## src/rtl/setup_pkg.sv

```systemverilog
// setup_pkg: shared definitions for the time-setup controller.
//   - field_sel encodings (FIELD_HOUR, FIELD_MIN, FIELD_SEC)
//   - ready FSM and button repeat FSM state types
//   - default timing constants (cycles of a 125 MHz-class clock)
//   - wrap_step(): one wrapping increment/decrement of a bounded field
package setup_pkg;

    localparam logic [1:0] FIELD_HOUR = 2'd0;
    localparam logic [1:0] FIELD_MIN  = 2'd1;
    localparam logic [1:0] FIELD_SEC  = 2'd2;

    localparam int unsigned DefReadyHold   = 62500000;
    localparam int unsigned DefRepeatDelay = 31250000;
    localparam int unsigned DefRepeatRate  = 12500000;

    typedef enum logic [1:0] {
        RdyIdle,
        RdyHold,
        RdyWaitRel
    } ready_state_e;

    typedef enum logic [1:0] {
        RepIdle,
        RepDelay,
        RepRepeat
    } repeat_state_e;

    // Up: max wraps to 0. Down: 0 wraps to max.
    function automatic logic [6:0] wrap_step(input logic [6:0] val,
                                             input logic [6:0] max_val,
                                             input logic       up);
        if (up) begin
            return (val >= max_val) ? 7'd0 : val + 7'd1;
        end
        return (val == 7'd0) ? max_val : val - 7'd1;
    endfunction

endpackage

```

## src/rtl/btn_repeat.sv

```systemverilog
// btn_repeat: press detection and auto-repeat for one level button.
// Ports:
//   clk        system clock, rising edge
//   reset      synchronous active-high reset
//   btn        raw button level
//   force_idle abort any repeat and ignore presses this cycle
//   step       1-cycle pulse: press step or repeat step
module btn_repeat
    import setup_pkg::*;
#(
    parameter int unsigned REPEAT_DELAY = DefRepeatDelay,
    parameter int unsigned REPEAT_RATE  = DefRepeatRate
) (
    input  logic clk,
    input  logic reset,
    input  logic btn,
    input  logic force_idle,
    output logic step
);

    localparam int unsigned CntMax = (REPEAT_DELAY > REPEAT_RATE) ? REPEAT_DELAY : REPEAT_RATE;
    localparam int unsigned CntW   = $clog2(CntMax);
    localparam logic [CntW-1:0] DelayLast = CntW'(REPEAT_DELAY - 1);
    localparam logic [CntW-1:0] RateLast  = CntW'(REPEAT_RATE - 1);

    logic            btn_q, btn_prev_q;
    // Set once the raw button has been seen low after reset, so a button
    // held through reset release never counts as a press.
    logic            armed_q;
    repeat_state_e   state_q, state_d;
    logic [CntW-1:0] cnt_q, cnt_d;
    logic            press;

    always_ff @(posedge clk) begin
        if (reset) begin
            btn_q      <= 1'b0;
            btn_prev_q <= 1'b0;
            armed_q    <= 1'b0;
            state_q    <= RepIdle;
            cnt_q      <= '0;
        end else begin
            btn_q      <= btn;
            btn_prev_q <= btn_q;
            armed_q    <= armed_q | ~btn;
            state_q    <= state_d;
            cnt_q      <= cnt_d;
        end
    end

    assign press = btn_q & ~btn_prev_q & armed_q;

    always_comb begin
        state_d = state_q;
        cnt_d   = cnt_q;
        step    = 1'b0;
        if (force_idle) begin
            state_d = RepIdle;
            cnt_d   = '0;
        end else begin
            case (state_q)
                RepIdle: begin
                    if (press) begin
                        step    = 1'b1;
                        state_d = RepDelay;
                        cnt_d   = '0;
                    end
                end
                RepDelay: begin
                    if (!btn_q) begin
                        state_d = RepIdle;
                        cnt_d   = '0;
                    end else if (cnt_q == DelayLast) begin
                        step    = 1'b1;
                        state_d = RepRepeat;
                        cnt_d   = '0;
                    end else begin
                        cnt_d = cnt_q + CntW'(1);
                    end
                end
                RepRepeat: begin
                    if (!btn_q) begin
                        state_d = RepIdle;
                        cnt_d   = '0;
                    end else if (cnt_q == RateLast) begin
                        step  = 1'b1;
                        cnt_d = '0;
                    end else begin
                        cnt_d = cnt_q + CntW'(1);
                    end
                end
                default: begin
                    state_d = RepIdle;
                    cnt_d   = '0;
                end
            endcase
        end
    end

endmodule

```

## src/rtl/setup_ctrl.sv

```systemverilog
// setup_ctrl: button-driven hour/minute/second setup with a commit pulse.
// Ports:
//   clk, reset          system clock; synchronous active-high reset
//   start               level request to commit; yields one setup_ready pulse
//   btn_inc, btn_dec    step the selected field (with auto-repeat)
//   btn_sel             advance field_sel 0->1->2->0 (no repeat)
//   setup_hour/minute/second  field values, each bounded by its MAX
//   field_sel           0 = hour, 1 = minute, 2 = second
//   setup_ready         high for READY_HOLD cycles per start request
module setup_ctrl
    import setup_pkg::*;
#(
    parameter int unsigned READY_HOLD   = DefReadyHold,
    parameter int unsigned REPEAT_DELAY = DefRepeatDelay,
    parameter int unsigned REPEAT_RATE  = DefRepeatRate,
    parameter int unsigned HOUR_MAX     = 23,
    parameter int unsigned MIN_MAX      = 59,
    parameter int unsigned SEC_MAX      = 59
) (
    input  logic       clk,
    input  logic       reset,
    input  logic       start,
    input  logic       btn_inc,
    input  logic       btn_dec,
    input  logic       btn_sel,
    output logic [6:0] setup_hour,
    output logic [6:0] setup_minute,
    output logic [6:0] setup_second,
    output logic [1:0] field_sel,
    output logic       setup_ready
);

    localparam int unsigned HoldW = $clog2(READY_HOLD + 1);
    localparam logic [HoldW-1:0] HoldLast = HoldW'(READY_HOLD - 1);

    ready_state_e     rdy_q, rdy_d;
    logic [HoldW-1:0] hold_cnt_q, hold_cnt_d;
    logic             start_armed_q;
    logic             sel_q, sel_prev_q, sel_armed_q;
    logic [6:0]       hour_q, hour_d, min_q, min_d, sec_q, sec_d;
    logic [1:0]       field_q, field_d;
    logic             in_hold, inc_step, dec_step, step_up, step_dn, sel_press;

    assign in_hold = (rdy_q == RdyHold);

    btn_repeat #(
        .REPEAT_DELAY (REPEAT_DELAY),
        .REPEAT_RATE  (REPEAT_RATE)
    ) u_inc (
        .clk        (clk),
        .reset      (reset),
        .btn        (btn_inc),
        .force_idle (in_hold),
        .step       (inc_step)
    );

    btn_repeat #(
        .REPEAT_DELAY (REPEAT_DELAY),
        .REPEAT_RATE  (REPEAT_RATE)
    ) u_dec (
        .clk        (clk),
        .reset      (reset),
        .btn        (btn_dec),
        .force_idle (in_hold),
        .step       (dec_step)
    );

    // Simultaneous inc and dec requests cancel each other.
    assign step_up   = inc_step & ~dec_step & ~in_hold;
    assign step_dn   = dec_step & ~inc_step & ~in_hold;
    assign sel_press = sel_q & ~sel_prev_q & sel_armed_q & ~in_hold;

    always_ff @(posedge clk) begin
        if (reset) begin
            rdy_q         <= RdyIdle;
            hold_cnt_q    <= '0;
            start_armed_q <= 1'b0;
            sel_q         <= 1'b0;
            sel_prev_q    <= 1'b0;
            sel_armed_q   <= 1'b0;
            hour_q        <= '0;
            min_q         <= '0;
            sec_q         <= '0;
            field_q       <= FIELD_HOUR;
        end else begin
            rdy_q         <= rdy_d;
            hold_cnt_q    <= hold_cnt_d;
            start_armed_q <= start_armed_q | ~start;
            sel_q         <= btn_sel;
            sel_prev_q    <= sel_q;
            sel_armed_q   <= sel_armed_q | ~btn_sel;
            hour_q        <= hour_d;
            min_q         <= min_d;
            sec_q         <= sec_d;
            field_q       <= field_d;
        end
    end

    // Fields: the step uses the field selected before any select advance.
    always_comb begin
        hour_d  = hour_q;
        min_d   = min_q;
        sec_d   = sec_q;
        field_d = field_q;
        if (step_up || step_dn) begin
            case (field_q)
                FIELD_HOUR: hour_d = wrap_step(hour_q, 7'(HOUR_MAX), step_up);
                FIELD_MIN:  min_d  = wrap_step(min_q, 7'(MIN_MAX), step_up);
                FIELD_SEC:  sec_d  = wrap_step(sec_q, 7'(SEC_MAX), step_up);
                default:    ;
            endcase
        end
        if (sel_press) begin
            field_d = (field_q == FIELD_SEC) ? FIELD_HOUR : field_q + 2'd1;
        end
    end

    always_comb begin
        rdy_d      = rdy_q;
        hold_cnt_d = hold_cnt_q;
        case (rdy_q)
            RdyIdle: begin
                if (start && start_armed_q) begin
                    rdy_d      = RdyHold;
                    hold_cnt_d = '0;
                end
            end
            RdyHold: begin
                if (hold_cnt_q == HoldLast) begin
                    rdy_d      = start ? RdyWaitRel : RdyIdle;
                    hold_cnt_d = '0;
                end else begin
                    hold_cnt_d = hold_cnt_q + HoldW'(1);
                end
            end
            RdyWaitRel: begin
                if (!start) rdy_d = RdyIdle;
            end
            default: rdy_d = RdyIdle;
        endcase
    end

    assign setup_hour   = hour_q;
    assign setup_minute = min_q;
    assign setup_second = sec_q;
    assign field_sel    = field_q;
    assign setup_ready  = in_hold;

endmodule
```

## config.mk

```make
export PLATFORM = sky130hd
export DESIGN_NAME = setup_ctrl
export DESIGN_NICKNAME = d
export VERILOG_FILES = /design/src/rtl/setup_pkg.sv /design/src/rtl/btn_repeat.sv /design/src/rtl/setup_ctrl.sv
export SDC_FILE = /design/constraint.sdc
export NUM_CORES = 1
export LEC_CHECK = 0
export ABC_CLOCK_PERIOD_IN_PS = 3000
export BUFFER_PORTS_ARGS = -buffer_cell sky130_fd_sc_hd__clkbuf_2
export CORE_ASPECT_RATIO = 1.25
export CORE_MARGIN = 1
export CORE_UTILIZATION = 54
export CTS_CLUSTER_DIAMETER = 40
export CTS_CLUSTER_SIZE = 25
export DETAILED_ROUTE_END_ITERATION = 10
export GPL_TIMING_DRIVEN = 0
export HOLD_SLACK_MARGIN = 0.05
export PLACE_DENSITY_LB_ADDON = 0.25
export SETUP_SLACK_MARGIN = 0.15
export SYNTH_ARGS = -nofsm -noshare
export SYNTH_HDL_FRONTEND = slang
export SYNTH_SLANG_ARGS = --single-unit
export TNS_END_PERCENT = 100
```

## constraint.sdc

```tcl
create_clock -name clk -period 3 [get_ports clk]
set_clock_uncertainty 0.05 [all_clocks]
set_input_delay 0.3 -clock clk [delete_from_list [all_inputs] [get_ports clk]]
set_output_delay 0.3 -clock clk [all_outputs]
set_load 0.005 [all_outputs]
```

==> flow_metrics.py, run 1 <==
metrics = {
    "timing": {
        "rsz0062_at_grt": "yes",
        "setup_violations": 5,
        "worst_pin_slew_ns": 1.074,
        "post-route-min-period_ns": 3.022,
        "max_freq_ghz": 0.3309,
        "max_slew_margin_pct": 27.94,
        "drv_slew": 0,
        "timing.final.hold_violations": 0,
        "post-route-period-util_pct": 100.7,
        "worst_slack_ns": -0.02230,
    },
    "pwr": {
        "p_leak_nw": 2.826,
        "p_per_area_nw_per_um2": 545.3,
        "irDropWorstVdd_mv": 0.3764,
    },
    "placement": {
        "io_buffers": 29,
        "gp_congestion": 0.9306,
        "place.detailed.hpwl_um": 11120,
        "pre_cts_ws_ns": -0.2884,
        "place_area_sq_um": 6619,
    },
    "clock_network": {
        "clock-root-buffer": "clkbuf_16",
        "clkLatencyLatePin_ns": 0.42,
        "cts.clk_slew.worst_paths_ns": 0.05,
        "cts_buffers": 17,
        "cts_tree": "built",
        "cts_sinks": 115,
        "htreeDepth": 4,
        "cts_buffer_depth": 2,
    },
    "finish": {
        "design_area_sq_um": 7745,
        "syn2layout_area_growth_pct": 22.92,
        "diodes": 0,
        "final_cell_mix": "dfxtp_1, nor2_1, nand2_1",
        "drive_above_1_share_pct": 16.63,
        "nFillCells": 860,
        "mostFrequentLayoutCell": "dfxtp_1",
        "finalNetCount": 867,
    },
    "critical_path": {
        "cp_max_fo": 8,
        "path_class": "register to register",
        "cp.required_ns": 3.31,
        "cp-end-kind": "register",
        "arrival_ns": 3.33,
        "cp-start-kind": "register",
        "cp_common_cell": "buf_6",
        "critPathTopFamily": "simple AND/OR/NAND/NOR gates",
        "cp.buffers_inverters": 2,
        "ff2ff_setup_slack_ns": -0.02,
        "crit_chain": "or4b_4 > or4_4 > o32a_1 > o21ai_4 > buf_6 > buf_6 > mux2_4 > o211ai_1 > a31o_1",
        "slowest_stage": "or4b_4",
        "critPathMaxStageDelay_ns": 0.53,
    },
    "global_routing": {
        "grt_pass1_vias": 5798,
        "grt_overflow_total": 0,
        "track_usage_pct": 28.35,
        "grt_pass1_wl_um": 27200,
        "grt_use_met1_pct": 32.56,
        "grt_max_degree": 17,
        "grt_use_met3_pct": 6.435,
        "antenna_found_initial": 0,
        "grt_use_met2_pct": 50.09,
        "busiest_layer": "met2",
    },
    "yosys": {
        "synth_fp_nets": 797,
        "async_flop_share_pct": 0,
        "ys.flop_type": "dfxtp_1",
        "synth-edff-count": 0,
        "ys_types": 71,
        "syn_area_sq_um": 6301,
        "syn_area_per_cell_sq_um": 8.141,
        "syn_inst": 774,
        "ys_ff_latch": 115,
        "yosysSeqAreaShare_pct": 36.54,
        "synth_warnings": 0,
    },
    "die": {
        "io-pin-count": 30,
        "core-area_sq_um": 11240,
        "start_util_pct": 56.04,
        "die_height_um": 122.8,
        "row_count": 43,
        "die-area_sq_um": 12110,
        "die_w_um": 98.62,
    },
    "status": {
        "status": "complete, but fails checks",
        "violations": "setup timing",
    },
    "detailed_routing": {
        "dr.pass1.iters": 5,
        "drt_iter0_drc": 365,
        "post-route-drc-count": 0,
        "ant_nets": 0,
        "wl_per_cell_um": 16.76,
        "vias_per_cell": 6.184,
        "via_count": 6116,
        "wl_um": 16570,
    },
    "job": {
        "drv_cap": 0,
    },
    "hold_path": {
        "hold_path_class": "primary input to register",
    },
}
-- final timing paths --
check / to / startpoint / depth (start not counted)
worst max register to register: setup_hour[2] / u_inc.cnt_q[8] / 9
worst min register to register: u_dec.armed_q / u_dec.armed_q / 2
worst max-delay path: setup_hour[2] / u_inc.cnt_q[8] / 9
worst min-delay path: setup_hour[4] / reset / 3
-- cells by family after synthesis --
family | synth area share (%)
AND/OR/NAND/NOR | 30.12
AO/OA/AOI/OAI | 16.52
flip-flops | 36.54
buffers and inverters | 3.753
XOR/XNOR | 7.506
adder cells (fa/ha/maj) | 3.376
multiplexers | 2.184
-- per-stage QoR --
step | std cells | total power [mW] | utilization (%) | TNS, ns | hold slack [ns]
floorplan | 774 | 1.830 | - | 0 | 0.3418
global placement | 938 | 1.911 | 58.86 | -1.941 | 0.3811
detailed placement | 938 | 1.921 | 58.86 | -3.219 | 0.3977
CTS | 982 | 4.212 | 67.14 | -0.06825 | 0.3125
global route | 989 | 4.348 | 68.88 | -0.7432 | 0.3362
finish | 989 | 4.223 | 68.88 | -0.05157 | 0.3256
-- flip-flops by register name, summed over array words and instances, names as in the netlist --
name / cells
sel_prev_q: 1
rdy_q: 2
sel_armed_q: 1
u_inc.btn_prev_q: 1
u_dec.btn_prev_q: 1
u_dec.armed_q: 1
u_inc.state_q: 2
u_inc.cnt_q: 25
u_dec.btn_q: 1
u_inc.armed_q: 1
sel_q: 1
u_dec.state_q: 2
setup_second: 7
u_inc.btn_q: 1
u_dec.cnt_q: 25
hold_cnt_q: 26
setup_hour: 7
setup_minute: 7
start_armed_q: 1
field_sel: 2
-- tightest hold or removal path: stages --
cell and delay [ns]:
clkbuf_2 0.19, nor2b_1 0.15, a32o_1 0.12
-- routing by layer --
layer / share of wire [%] / vias up
li1: - / 2966
met1: 42 / 2900
met2: 50 / 200
met3: 5.4 / 50
met4: 3.2 / 0
met5: 0 / -
-- cell usage after synthesis, drive strengths merged, types with 20 or more instances --
cell / instances / area share, %
nand3: 45 / 3.6
inv: 28 / 1.7
xnor2: 24 / 3.3
nor2: 106 / 6.4
nand2: 68 / 4.1
o21ai: 27 / 2.3
a21oi: 39 / 3.1
nand4: 25 / 2.5
dfxtp: 115 / 37
clkbuf: 22 / 1.3
and3: 20 / 2.0
nor3: 20 / 1.6
xor2: 30 / 4.2
-- final cells by class --
cell class / instances / area [sq um] / area share (%)
multi-input combinational: 601 / 3971 / 51.28
sequential: 115 / 2312 / 29.85
clock buffer: 19 / 452.9 / 5.848
timing repair buffer: 51 / 355.3 / 4.588
clock inverter: 10 / 206.4 / 2.666
buffer: 30 / 172.7 / 2.229
tap: 135 / 168.9 / 2.181
inverter: 28 / 105.1 / 1.357
-- power breakdown --
group	switching [mW]	internal, mW	total [mW]
Clock	0.700	1.58	2.28
Sequential	0.0285	1.56	1.58
Combinational	0.226	0.130	0.356
-- repair_timing --
item                                   CTS  global route
resized for setup                       38            41
buffers inserted                         9             7
endpoints found under the hold margin    4             0
pin swaps                               15             8
gates cloned                             2             0
hold buffers                             4             0
setup endpoints to repair               53            55
(Power assumes the default switching activity.)
==> inputs of run 2 (changes only) <==
--- a/config.mk
+++ b/config.mk
@@ -16,7 +16,10 @@
 export GPL_TIMING_DRIVEN = 0
 export HOLD_SLACK_MARGIN = 0.05
 export PLACE_DENSITY_LB_ADDON = 0.25
+export RECOVER_POWER = 50
+export REMOVE_ABC_BUFFERS = 1
 export SETUP_SLACK_MARGIN = 0.15
+export SLEW_MARGIN = 20
 export SYNTH_ARGS = -nofsm -noshare
 export SYNTH_HDL_FRONTEND = slang
 export SYNTH_SLANG_ARGS = --single-unit
==> run 2 against run 1 <==
  * The run still ends with setup timing left
  * Critical endpoint is now setup_second[5]
  * Worst setup slack lost 0.048 ns
  * Wire length is 0.56% higher
  * Combinational power fell by 2%
  * Global-route usage shrank 0.93 points
  * Final area shrank 1.0%
  * Clock-buffer cell count grew 3
  * Sequential cell count unchanged
  * Register-to-register slack worse by 0.05 ns
  * Critical path depth stayed put
  * Maximum frequency shrank 1.6%
==> flow_metrics.py, run 2 (synthesis gave the netlist of run 1 again) <==
metrics = {
    "status": {
        "status": "complete, but fails checks",
        "violations": "setup timing",
    },
    "global_routing": {
        "antenna_found_initial": 0,
        "grt_pass1_wl_um": 26690,
        "grt_use_met2_pct": 48.72,
        "grt_pass1_vias": 5782,
        "grt_max_degree": 45,
        "track_usage_pct": 27.42,
        "grt_overflow_total": 0,
        "grt_use_met1_pct": 31.49,
        "grt_use_met3_pct": 6.036,
        "busiest_layer": "met2",
    },
    "die": {
        "die-area_sq_um": 12110,
        "die_height_um": 122.8,
        "die_w_um": 98.62,
        "row_count": 43,
        "io-pin-count": 30,
        "core-area_sq_um": 11240,
        "start_util_pct": 56.04,
    },
    "pwr": {
        "intPower_mw": 2.937,
        "clockPowerShare_pct": 50.3,
        "power_frac_comb_pct": 8.9,
        "p_leak_nw": 2.787,
        "p_seq_share_pct": 40.8,
        "irDropWorstVdd_mv": 0.3333,
        "p_per_area_nw_per_um2": 508.2,
        "switching_share_pct": 24.60,
        "p_switching_mw": 0.9582,
    },
    "finish": {
        "diodes": 0,
        "nFillCells": 883,
        "regArea_sq_um": 2311,
        "regMostFlops": "hold_cnt_q",
        "drive_above_1_share_pct": 17.42,
        "final_cell_mix": "dfxtp_1, nor2_1, nand2_1",
        "fin_cells": 979,
        "reg.largest.list": "hold_cnt_q x26, u_dec.cnt_q x25, u_inc.cnt_q x25",
        "mostFrequentLayoutCell": "dfxtp_1",
        "multi_input_area_sq_um": 3979,
        "largest_reg_flops": 26,
        "finalCoreUtilization_pct": 68.17,
        "finalNetCount": 855,
        "syn2layout_area_growth_pct": 21.64,
    },
    "timing": {
        "worst_slack_ns": -0.07077,
        "post-route-period-util_pct": 102.4,
        "rsz0062_at_grt": "yes",
        "worst_pin_slew_ns": 1.041,
        "timing.final.hold_violations": 0,
        "drv_slew": 0,
        "max_freq_ghz": 0.3257,
        "setup_violations": 12,
        "max_slew_margin_pct": 30.16,
        "post-route-min-period_ns": 3.071,
        "setup_tns_ns": -0.5819,
    },
    "detailed_routing": {
        "ant_nets": 0,
        "wl_um": 16660,
        "dr.pass1.iters": 6,
        "wl_per_cell_um": 17.02,
        "vias_per_cell": 6.370,
        "post-route-drc-count": 0,
        "via_count": 6236,
        "drt_iter0_drc": 448,
    },
    "critical_path": {
        "cp.required_ns": 3.25,
        "rr_worst_depth": 9,
        "cp_max_fo": 4,
        "rr_endpoint": "setup_second[5]",
        "arrival_ns": 3.32,
        "cp-end-kind": "register",
        "slowest_stage": "or4b_4",
        "path_class": "register to register",
        "r2r_start": "u_inc.cnt_q[8]",
        "critPathMaxStageDelay_ns": 0.52,
        "cp-start-kind": "register",
        "crit_chain": "or4b_4 > or4_4 > o32a_1 > o21ai_4 > buf_4 > buf_6 > mux2_4 > o311a_1 > o221a_2",
        "ff2ff_setup_slack_ns": -0.07,
    },
    "clock_network": {
        "clkLatencyLatePin_ns": 0.41,
        "cts_sinks": 115,
        "clock-root-buffer": "clkbuf_16",
        "cts_buffer_depth": 2,
        "cts_buffers": 17,
        "htreeDepth": 4,
        "cts.clk_slew.worst_paths_ns": 0.05,
        "cts_tree": "built",
    },
    "hold_path": {
        "worstHoldPathCells": 2,
        "worstHoldEndpoint": "u_inc.armed_q",
        "hold_path_class": "primary input to register",
        "min_from": "btn_inc",
    },
    "placement": {
        "io_buffers": 29,
        "gp_congestion": 0.9011,
        "place.detailed.hpwl_um": 10190,
        "dpl.cell_count": 909,
    },
    "job": {
        "drv_cap": 0,
    },
}
==> run 2: cell types whose count changed in the layout (fill, tap and decap cells not counted), sizes merged <==
cell         change
clkbuf          -20
buf             +13
bufinv           -4
dlygate4sd3      -3
clkinvlp         +2
clkinv           +1
o21ai            +1
==> run 2: critical path, delay by kind of cell (launching register included) <==
family / cells / cell delay [ns]
AOI/OAI and AO/OA: 4 / 0.94
buffers and inverters: 2 / 0.26
DFF: 1 / 0.34
muxes: 1 / 0.33
and+or+nand+nor: 2 / 1.03
==> run 2: final cells by class <==
class	count	share of cell area [%]
clock buffer	22	6.056
clock inverter	9	1.388
inverter	28	1.371
multi-input combinational	602	51.91
sequential	115	30.15
tap	135	2.204
timing repair buffer	68	6.921
==> run 2: through the flow <==
stage,area (sq um),power [mW],hold slack (ns),setup slack [ns]
6_report,7665,3.895,0.05010,-0.07077
5_1_grt,7665,4.026,0.05402,-0.1387
4_1_cts,7495,3.878,0.05010,-0.05731
3_5_place_dp,6507,1.904,0.3899,-1.027
3_3_place_gp,6484,1.889,0.3817,-0.9286
2_1_floorplan,6170,1.812,0.3167,-0.3711
==> run 2: worst max path at each step <==
stage,startpoint,to,slack (ns),cells past startpoint
after detailed placement,u_inc.cnt_q[7],setup_minute[5],-1.03,7
after floorplan,u_inc.cnt_q[7],setup_minute[5],-0.37,7
after global routing,u_inc.cnt_q[16],setup_minute[4],-0.14,9
final,u_inc.cnt_q[8],setup_second[5],-0.07,9
after CTS,u_inc.cnt_q[16],setup_minute[3],-0.06,9
after global placement,u_inc.cnt_q[7],setup_minute[5],-0.93,7
==> run 2: timing repair <==
item | 4_1_cts | 5_1_grt
endpoints found under the hold margin | 1 | 0
resized for setup | 39 | 24
gates cloned | 1 | 0
hold buffers | 1 | 0
setup endpoints to repair | 66 | 78
setup buffers | 29 | 8
pin swaps | 16 | 11
==> run 2: power by group through the flow <==
stage	clock [mW]	combinational [mW]	sequential (mW)
floorplan	0	0.200	1.61
global placement	0	0.273	1.62
detailed placement	0	0.285	1.62
CTS	1.97	0.324	1.59
global route	2.06	0.380	1.59
finish	1.96	0.348	1.59
==> run 2: metal layers <==
layer / part of all wire [%] / wire length (um)
met1: 41 / 6823
met4: 2.8 / 474
met5: 0 / 0
met2: 50 / 8406
met3: 5.7 / 958
